### config.mk
export PLATFORM = sky130hd
export DESIGN_NAME = data_cache
export DESIGN_NICKNAME = d
export VERILOG_FILES = /design/src/rtl/data_cache_pkg.sv /design/src/rtl/dcache_array.sv /design/src/rtl/data_cache.sv
export SDC_FILE = /design/constraint.sdc
export NUM_CORES = 1
export LEC_CHECK = 0
export ABC_CLOCK_PERIOD_IN_PS = 9800
export BUFFER_PORTS_ARGS = -buffer_cell sky130_fd_sc_hd__buf_2
export CAP_MARGIN = 0
export CELL_PAD_IN_SITES_DETAIL_PLACEMENT = 0
export CELL_PAD_IN_SITES_GLOBAL_PLACEMENT = 1
export CORE_ASPECT_RATIO = 1.1
export CORE_UTILIZATION = 25
export DETAILED_ROUTE_END_ITERATION = 16
export GPL_TIMING_DRIVEN = 0
export HOLD_SLACK_MARGIN = 0.03
export PLACE_DENSITY = 0.42
export SYNTH_ARGS = -nofsm -noshare
export SYNTH_HDL_FRONTEND = slang
export SYNTH_SLANG_ARGS = --single-unit
### constraint.sdc
create_clock -name clk -period 9.8 [get_ports clk]
set_input_delay 0 -clock clk [delete_from_list [all_inputs] [get_ports clk]]
set_output_delay 0 -clock clk [all_outputs]
set_load 0.005 [all_outputs]
### src/rtl/data_cache_pkg.sv
// Shared constants for the direct-mapped write-through data cache:
// controller states, default geometry and address-field helpers.
package data_cache_pkg;

   localparam int          ADDR_W            = 32;
   localparam int          OFFSET_W          = 2;
   localparam int          DEFAULT_LINES     = 16;
   localparam logic [31:0] DEFAULT_MMIO_BASE = 32'hFFFF_F000;

   typedef enum logic [2:0] {
      IDLE,
      READ_MISS,
      WRITE_THRU,
      UNCACHED_RD,
      DONE
   } state_t;

   function automatic logic [ADDR_W-1:0] word_addr(input logic [ADDR_W-1:0] a);
      return {a[ADDR_W-1:OFFSET_W], {OFFSET_W{1'b0}}};
   endfunction

endpackage

### src/rtl/dcache_array.sv
// Tag/valid/data storage for the cache: asynchronous read, synchronous write.
// Only the valid bits are reset; every write also marks its line valid.
module dcache_array
   import data_cache_pkg::*;
#(
   parameter int LINES = DEFAULT_LINES,
   parameter int IDX_W = $clog2(LINES),
   parameter int TAG_W = ADDR_W - OFFSET_W - IDX_W
) (
   input  logic             clk,
   input  logic             rst,
   input  logic [IDX_W-1:0] rd_index,
   output logic             rd_valid,
   output logic [TAG_W-1:0] rd_tag,
   output logic [31:0]      rd_data,
   input  logic             wr_en,
   input  logic [IDX_W-1:0] wr_index,
   input  logic [TAG_W-1:0] wr_tag,
   input  logic [31:0]      wr_data
);

   logic [LINES-1:0] valid;
   logic [TAG_W-1:0] tags [LINES];
   logic [31:0]      data [LINES];

   always_ff @(posedge clk) begin
      if (rst) begin
         valid <= '0;
      end else if (wr_en) begin
         valid[wr_index] <= 1'b1;
      end
   end

   // Tag and data are deliberately left unreset; valid alone qualifies them.
   always_ff @(posedge clk) begin
      if (wr_en) begin
         tags[wr_index] <= wr_tag;
         data[wr_index] <= wr_data;
      end
   end

   assign rd_valid = valid[rd_index];
   assign rd_tag   = tags[rd_index];
   assign rd_data  = data[rd_index];

endmodule

### src/rtl/data_cache.sv
// Direct-mapped, write-through, no-write-allocate data cache with an uncached
// MMIO window and a single outstanding backing-memory transaction.
module data_cache
   import data_cache_pkg::*;
#(
   parameter int          LINES     = DEFAULT_LINES,
   parameter logic [31:0] MMIO_BASE = DEFAULT_MMIO_BASE
) (
   input  logic        clk,
   input  logic        rst,
   input  logic        cpu_rd,
   input  logic        cpu_wr,
   input  logic [31:0] cpu_addr,
   input  logic [31:0] cpu_wdata,
   output logic [31:0] cpu_rdata,
   output logic        cpu_stall,
   output logic        mem_req,
   output logic        mem_we,
   output logic [31:0] mem_addr,
   output logic [31:0] mem_wdata,
   input  logic [31:0] mem_rdata,
   input  logic        mem_ack
);

   localparam int IDX_W = $clog2(LINES);
   localparam int TAG_W = ADDR_W - OFFSET_W - IDX_W;

   state_t      state, next_state;
   logic [31:0] req_addr, req_wdata, ret_buf;
   logic [31:0] look_addr;
   logic        look_cacheable, hit, in_mem_state;
   logic        arr_valid, arr_wr_en;
   logic [TAG_W-1:0] arr_tag;
   logic [31:0] arr_data, arr_wr_data;

   // Lookups use the live CPU address in IDLE and the captured request otherwise.
   assign look_addr      = (state == IDLE) ? cpu_addr : req_addr;
   assign look_cacheable = look_addr < MMIO_BASE;
   assign hit            = arr_valid && (arr_tag == look_addr[ADDR_W-1:OFFSET_W+IDX_W]);
   assign in_mem_state   = (state == READ_MISS) || (state == WRITE_THRU) || (state == UNCACHED_RD);

   assign arr_wr_en   = !rst && mem_ack &&
                        ((state == READ_MISS) || ((state == WRITE_THRU) && look_cacheable && hit));
   assign arr_wr_data = (state == READ_MISS) ? mem_rdata : req_wdata;

   dcache_array #(.LINES(LINES), .IDX_W(IDX_W), .TAG_W(TAG_W)) u_array (
      .clk      (clk),
      .rst      (rst),
      .rd_index (look_addr[OFFSET_W+:IDX_W]),
      .rd_valid (arr_valid),
      .rd_tag   (arr_tag),
      .rd_data  (arr_data),
      .wr_en    (arr_wr_en),
      .wr_index (req_addr[OFFSET_W+:IDX_W]),
      .wr_tag   (req_addr[ADDR_W-1:OFFSET_W+IDX_W]),
      .wr_data  (arr_wr_data)
   );

   always_ff @(posedge clk) begin
      if (rst) begin
         state <= IDLE;
      end else begin
         state <= next_state;
      end
   end

   // A simultaneous read and write is treated as a write.
   always_comb begin
      next_state = state;
      case (state)
         IDLE: begin
            if (cpu_wr) begin
               next_state = WRITE_THRU;
            end else if (cpu_rd) begin
               if (!look_cacheable) begin
                  next_state = UNCACHED_RD;
               end else if (!hit) begin
                  next_state = READ_MISS;
               end
            end
         end
         READ_MISS, WRITE_THRU, UNCACHED_RD: begin
            if (mem_ack) begin
               next_state = DONE;
            end
         end
         DONE:    next_state = IDLE;
         default: next_state = IDLE;
      endcase
   end

   always_ff @(posedge clk) begin
      if (rst) begin
         req_addr  <= '0;
         req_wdata <= '0;
         ret_buf   <= '0;
      end else begin
         if (state == IDLE && next_state != IDLE) begin
            req_addr  <= word_addr(cpu_addr);
            req_wdata <= cpu_wdata;
         end
         if (mem_ack && (state == READ_MISS || state == UNCACHED_RD)) begin
            ret_buf <= mem_rdata;
         end else if (mem_ack && state == WRITE_THRU) begin
            ret_buf <= '0;
         end
      end
   end

   always_comb begin
      cpu_stall = 1'b0;
      cpu_rdata = '0;
      mem_req   = 1'b0;
      mem_we    = 1'b0;
      mem_addr  = '0;
      mem_wdata = '0;
      case (state)
         IDLE: begin
            if (cpu_wr || (cpu_rd && (!look_cacheable || !hit))) begin
               cpu_stall = 1'b1;
            end else if (cpu_rd) begin
               cpu_rdata = arr_data;
            end
         end
         DONE: cpu_rdata = ret_buf;
         default: begin
            if (in_mem_state) begin
               cpu_stall = 1'b1;
               mem_req   = 1'b1;
               mem_addr  = req_addr;
               mem_we    = (state == WRITE_THRU);
               mem_wdata = (state == WRITE_THRU) ? req_wdata : '0;
            end
         end
      endcase
   end

endmodule
# Yosys cells after proc, flatten, opt, wreduce, memory -nomap -nowiden
# Memories as Yosys holds them, arrays and structs flattened.
# Index checks and enable logic that the tools add are counted.
# totals
ff_bits	113
ram_bits	928
in_bits	101
out_inout_bits	99
elab_cells	71
n_memories	2
# memory_table
memory	words	width	rd	rd_clocked_by_memory_dff	write_ports	line	rtl
u_array.data	16	32	1	0	1	dcache_array.sv:24	logic [31:0] data [LINES];
u_array.tags	16	26	1	0	1	dcache_array.sv:23	logic [TAG_W-1:0] tags [LINES];
# op_classes
magnitude_cmp	4
n_eq_ne	5
mux	30
bitwise	1
reduce_logical	24
# ops
cell	count
2-to-1 mux 32 bit	11
one-hot mux 32 bit (2 select lines)	1
less-than comparator 32 bit, second input constant	1
== test 26 bit	1
OR 16 bit	1
2-to-1 mux 3 bit	5
logical AND 1 bit	10
less-than comparator 4 x 5 -> 1 bit, second input constant	2
2-to-1 mux 1 bit	9
== test 3 x 2 -> 1 bit, second input constant	2
logical OR 1 bit	6
one-hot mux 3 bit (2 select lines)	1
binary-select mux 1 bit (select 4 bit)	1
demux 1 bit (select 4 bit)	1
>= comparator 4 x 1 -> 1 bit, second input constant	1
== test 3 x 1 -> 1 bit, second input constant	1
== test 3 bit, second input constant	1
logical NOT 1 bit	3
logical NOT 3 bit	1
nonzero test 3 bit	1
OR reduction 3 bit	1
one-hot mux 1 bit (2 select lines)	1
nonzero test 2 bit	1
OR reduction 2 bit	1

# Logic depth before layout (Yosys ltp)
# logic_depth
depth_word	12
ltp_mapped	17
depth_no_buf	11

# Modules after synthesis
# A second synthesis with hierarchy kept.
# hier_totals
cells_unflattened	2240
area_unflattened_um2	41712.5
# by_module_without_submodules
mod	n_inst	cells_each	area_each_um2	seq_area_each_um2
dcache_array	1	1506	35323.9	28187.0
data_cache	1	734	6388.6	1941.9

# Worst setup path after synthesis
# Ideal clock, no wire load.
# synth_path
kind	register to register
start	register state[1]
end	memory u_array.data[12][0], enable pin
setup_time_ns	0.617
arrival_ns	8.444
required_time_ns	9.183
path_slack_ns	0.739
stages_incl_launch_ff	16
n_path_buf	4
period_less_slack_ns	9.061
cell_sequence	dfxtp_1 -> buf_6 -> or4b_1 -> buf_6 -> nand2_4 -> buf_8 -> buf_6 -> nand2_1 -> a32o_1 -> a221oi_1 -> xor2_1 -> a31oi_1 -> or3_1 -> nor3_1 -> a21oi_1 -> nor4_1
# synth_between
elab_chain_len	10
elab_cells_between_ends	16
classes_between	1 x order compare; 3 x eq/ne; 5 x mux; 6 x reduce/logical; 1 x memory
# synth_rtl
item	line	rtl
start: declaration	data_cache.sv:28	state_t state, next_state;
start signal: assignment	data_cache.sv:63	state <= next_state;
logical NOT 3 bit	data_cache.sv:37	assign look_addr = (state == IDLE) ? cpu_addr : req_addr;
2-to-1 mux 32 bit	data_cache.sv:37	
memory (16 x 26 bit) / binary-select mux 1 bit (select 4 bit) (equally long branches)	-	
== test 26 bit / 2-to-1 mux 1 bit (equally long branches)	data_cache.sv:39, dcache_array.sv:42	
logical AND 1 bit	data_cache.sv:39	assign hit = arr_valid && (arr_tag == look_addr[ADDR_W-1:OFFSET_W+IDX_W]);
logical AND 1 bit	data_cache.sv:43	((state == READ_MISS) || ((state == WRITE_THRU) && look_cacheable && hit));
logical OR 1 bit (*)	data_cache.sv:43	
logical AND 1 bit (*)	data_cache.sv:42	assign arr_wr_en = !rst && mem_ack &&
2-to-1 mux 1 bit (*)	dcache_array.sv:36	if (wr_en) begin
2-to-1 mux 1 bit (implied by the code) (*)	dcache_array.sv:38	data[wr_index] <= wr_data;
end: declaration	dcache_array.sv:24	
# Mark *: on every way between the ends. The rest lies on a longest branch, timed or not. The select of a mux whose other input is x is not followed.

# Worst setup path after layout
# layout_path
start	register state[0]
end	memory u_array.tags[7][7] (netlist name), enable pin
# layout_between
elab_chain_len	10
elab_cells_between_ends	16
classes_between	1 x order compare; 3 x eq/ne; 5 x mux; 6 x reduce/logical; 1 x memory
# layout_rtl
item	line	rtl
logical NOT 3 bit	data_cache.sv:37	
2-to-1 mux 32 bit	data_cache.sv:37	
memory (16 x 26 bit) / binary-select mux 1 bit (select 4 bit) (equally long branches)	-	
== test 26 bit / 2-to-1 mux 1 bit (equally long branches)	data_cache.sv:39, dcache_array.sv:42	
logical AND 1 bit	data_cache.sv:39	
logical AND 1 bit	data_cache.sv:43	
logical OR 1 bit (*)	data_cache.sv:43	
logical AND 1 bit (*)	data_cache.sv:42	
2-to-1 mux 1 bit (*)	dcache_array.sv:36	
2-to-1 mux 1 bit (implied by the code) (*)	dcache_array.sv:37	tags[wr_index] <= wr_tag;
end: declaration	dcache_array.sv:23	
# Marks and branches as above.

==> flow_metrics.env <==
export IMPL_outcome="completed"
export IMPL_hold_worst_slack_ns=0.0801
export IMPL_first_pass_iters=5
export IMPL_ctsLongestPathBuffers=3
export IMPL_nFillCells=18700
export IMPL_hold_viol_final=0
export IMPL_core_area_um2=184000
export IMPL_root_buffer_cell="clkbuf_16"
export IMPL_hpwl_um=157000
export IMPL_reg2reg_to="u_array.tags[7][7]"
export IMPL_cp_data_required_time_ns=10.25
export IMPL_area_sequential_um2=30100
export IMPL_synth_mux_area_share_pct=9.35
export IMPL_clock_tree_from_tritoncts="yes"
export IMPL_drtAntennaViolNets=0
export IMPL_synth_top_cells_by_area="edfxtp_1 (60%), mux2i_1 (5.8%), dfxtp_1 (4.9%), nand2_1 (4.7%), nand3_1 (3.4%)"
export IMPL_drtIter0Drc=2802
export IMPL_hold_class="in -> reg"
export IMPL_finalNetCount=4296
export IMPL_synth_compound_area_share_pct=7.37
export IMPL_postLayoutSetupSlackWorst_ns=1.52
export IMPL_detailed_route_wire_length_on_metal_1_um=90600
export IMPL_rows=165
export IMPL_max_freq_mhz=121
export IMPL_setup_total_negative_slack_ns=0
export IMPL_drt_wirelength_per_cell_um=31.5
export IMPL_global_route_overflow_total=0
export IMPL_worst_slew_margin_rel_pct=8.95
export IMPL_via_count_of_the_first_global_routing_pass=33500
export IMPL_die_width_um=412
export IMPL_maxCapViolCount=0
export IMPL_register_clock_pin_slew_on_the_reported_worst_setup_and_hold_paths_ns=0.06
export IMPL_synth_simple_gate_area_share_pct=14.5
export IMPL_grt_antenna_before_repair=15
export IMPL_synthesis_area_per_instance_um2=12.9
export IMPL_flop_to_flop_setup_slack_ns=1.52
export IMPL_die_height_um=453
export IMPL_yosys_cell_types_count=87
export IMPL_clock_tree_htree_level_count=3
export IMPL_post_layout_nonfiller_instances=6721
export IMPL_grt_max_degree=21
export IMPL_placed_cells_incl_taps=6347
export IMPL_dp_worst_setup_slack_ns=1.55
export IMPL_rsz0062_at_grt="no"
export IMPL_post_route_cell_area_um2=57300
export IMPL_clock_buffer_count_from_cts=120
export IMPL_fp_dieArea_um2=187000
export IMPL_layout_drive_gt1_share_pct=17.2
export IMPL_grt_pass1_wl_um=286000
export IMPL_drc=0
export IMPL_synth_largest_area_cell="edfxtp_1"
export IMPL_hold_path_cell_count=4
export IMPL_synth_top_area_share_pct=60.2
export IMPL_min_from="mem_rdata[3]"
export IMPL_synth_top_flop_cell="edfxtp_1"
export IMPL_time_the_final_worst_path_needs_with_i_o_delays_and_setup_ns=8.28
export IMPL_drt_total_wl_um=212000
export IMPL_avgViaCountPerCell=4.92
export IMPL_clock_insertion_delay_worst_skew_ns=0.78
export IMPL_p_leak_nw=20.6
export IMPL_yosysMostFrequentCell="edfxtp_1"
export IMPL_clock_sink_count=1041
export IMPL_timing_worst_setup_path_type="reg -> reg"
export IMPL_clock_skew_final_ns=0.0753
export IMPL_tightest_slew_ns=1.37
export IMPL_critPathArrivalTime_ns=8.74
export IMPL_gp_routability_congestion=0.854
export IMPL_power_ir_vdd_worst_v=0.000172
export IMPL_r2r_start="state[0]"
export IMPL_yosys_warnings=0
export IMPL_globalRouteTotalUtil_pct=22.3
export IMPL_synth_seq_area_share_pct=65.1
export IMPL_start_util_pct=25.2
export IMPL_flip_flop_and_latch_count_after_synthesis=1041
export IMPL_route_vias_total=33000
export IMPL_ratio_of_final_minimum_period_to_clock_period_pct=84.5
export IMPL_power_density_nw_per_um2=199
export IMPL_ys_async_sr_fraction_pct=0
export IMPL_drv_slew=0
export IMPL_min_delay_worst_endpoint="ret_buf[3]"
export IMPL_critPathLaunch="state[0]"
export IMPL_wl_met2_um=105000
export IMPL_topRoutingLayerUsed="met5"
export IMPL_cp_end_kind="flip-flop"
export IMPL_worstPathMaxFanout=10
export IMPL_worstSetupStartpointType="flip-flop"
export IMPL_post_synthesis_to_final_layout_area_growth_pct=23.8
export IMPL_synth_xor_area_share_pct=0.757
export IMPL_numPortBuffers=195
export IMPL_synthesis_instances=3600
export IMPL_post_synthesis_instance_area_um2=46300
export IMPL_synth_commonest_cells="edfxtp_1 (928), nand2_1 (583), nand3_1 (314), mux2i_1 (267), clkbuf_1 (158)"
export IMPL_placed_cell_area_um2=52000
export IMPL_route_met3_wl_um=10100
export IMPL_setup_viol=0
export IMPL_synth_edf_count=928
export IMPL_synth_top_family_by_area="simple AND/OR/NAND/NOR gates"
export IMPL_synthAdderAreaFrac_pct=0
export IMPL_ios=200
export IMPL_combined_area_of_the_multi_input_logic_cells_um2=14900
export IMPL_ff2ff_path_depth=18
export IMPL_cts_resized=0
-- flip-flops by register name, indices dropped and copies added, names as in the netlist --
name	flops
req_addr	30
req_wdata	32
ret_buf	32
state	3
u_array.data	512
u_array.tags	416
u_array.valid	16
-- cell usage in the layout (no fill, tap or decap), drive strengths merged, types with 33 or more instances in the layout --
master       count
a21o            33
buf            434
mux4            40
a22oi           44
nor3            42
and3            97
mux2i          267
a31oi           55
a211oi          73
clkinv          48
nand3          314
dfxtp          113
a21oi           60
mux2            67
nor2            76
edfxtp         928
and2            65
nand2b         128
clkbuf         320
o21ai           56
a311oi          41
dlygate4sd3    147
nand2          586
-- area by class of cell --
type	count	share of cell area, %
Multi-Input combinational cell	2273	26.0
Clock inverter	61	0.959
Tap cell	2421	5.29
Timing Repair Buffer	472	7.04
Antenna cell	4	0.0175
Clock buffer	162	5.76
Inverter	20	0.131
Sequential cell	1041	52.6
Buffer	267	2.25
-- power by group --
group / total (mW) / internal [mW] / switching (mW) / leakage [nW]
Clock: 4.50 / 2.54 / 1.96 / 1.90
Combinational: 1.87 / 0.548 / 1.33 / 9.27
Sequential: 5.04 / 4.93 / 0.106 / 9.42
Total: 11.4 / 8.02 / 3.40 / 20.6
-- critical path, stage by stage (launching register included) --
cell	delay, ns
dfxtp_1	0.37
buf_2	0.25
o31a_1	0.40
nor2_1	0.30
buf_2	0.37
clkbuf_1	0.87
clkbuf_2	0.79
nand3b_1	0.18
a221oi_1	0.48
a32oi_1	0.24
or3_1	0.49
nor3_1	0.65
a21oi_1	0.31
clkbuf_1	0.38
nor3_2	0.92
buf_4	0.36
buf_6	0.20
buf_8	0.17
buf_6	0.18
-- logic make-up after synthesis --
group | Yosys count
other | 1
buffers and inverters | 287
and+or+nand+nor | 1382
muxes | 374
AOI/OAI and AO/OA | 475
DFF | 1041
xor gates and xnor gates | 40
-- routing by layer --
layer  GRT usage [%]  up-vias
li1                -    14800
met1            28.7    17100
met2            39.2      986
met3            2.64      214
met4            6.23        4
met5               0        -
-- worst max path at each step --
| stage | end | slack [ns] | cells past startpoint |
|---|---|---|---|
| floorplan | u_array.data[12][0] | 0.74 | 15 |
| detailed placement | u_array.tags[7][7] | 1.55 | 18 |
| finish | u_array.tags[7][7] | 1.52 | 18 |
| global route | u_array.data[7][27] | 1.34 | 18 |
| CTS | u_array.tags[13][5] | 1.51 | 17 |
| global placement | u_array.data[12][18] | -12.52 | 13 |
-- metrics by stage --
step                utilization (%)  power [mW]
detailed placement             28.3        6.98
floorplan                         -        6.04
CTS                            31.2        11.5
global route                   31.2        11.8
global placement               27.4        6.97
finish                         31.2        11.4
-- what timing repair did --
item,4_1_cts,5_1_grt
hold buffers,147,0
buffers inserted,0,0
endpoints found under the hold margin,605,0
Note: power is estimated with default switching activity, not from simulation.
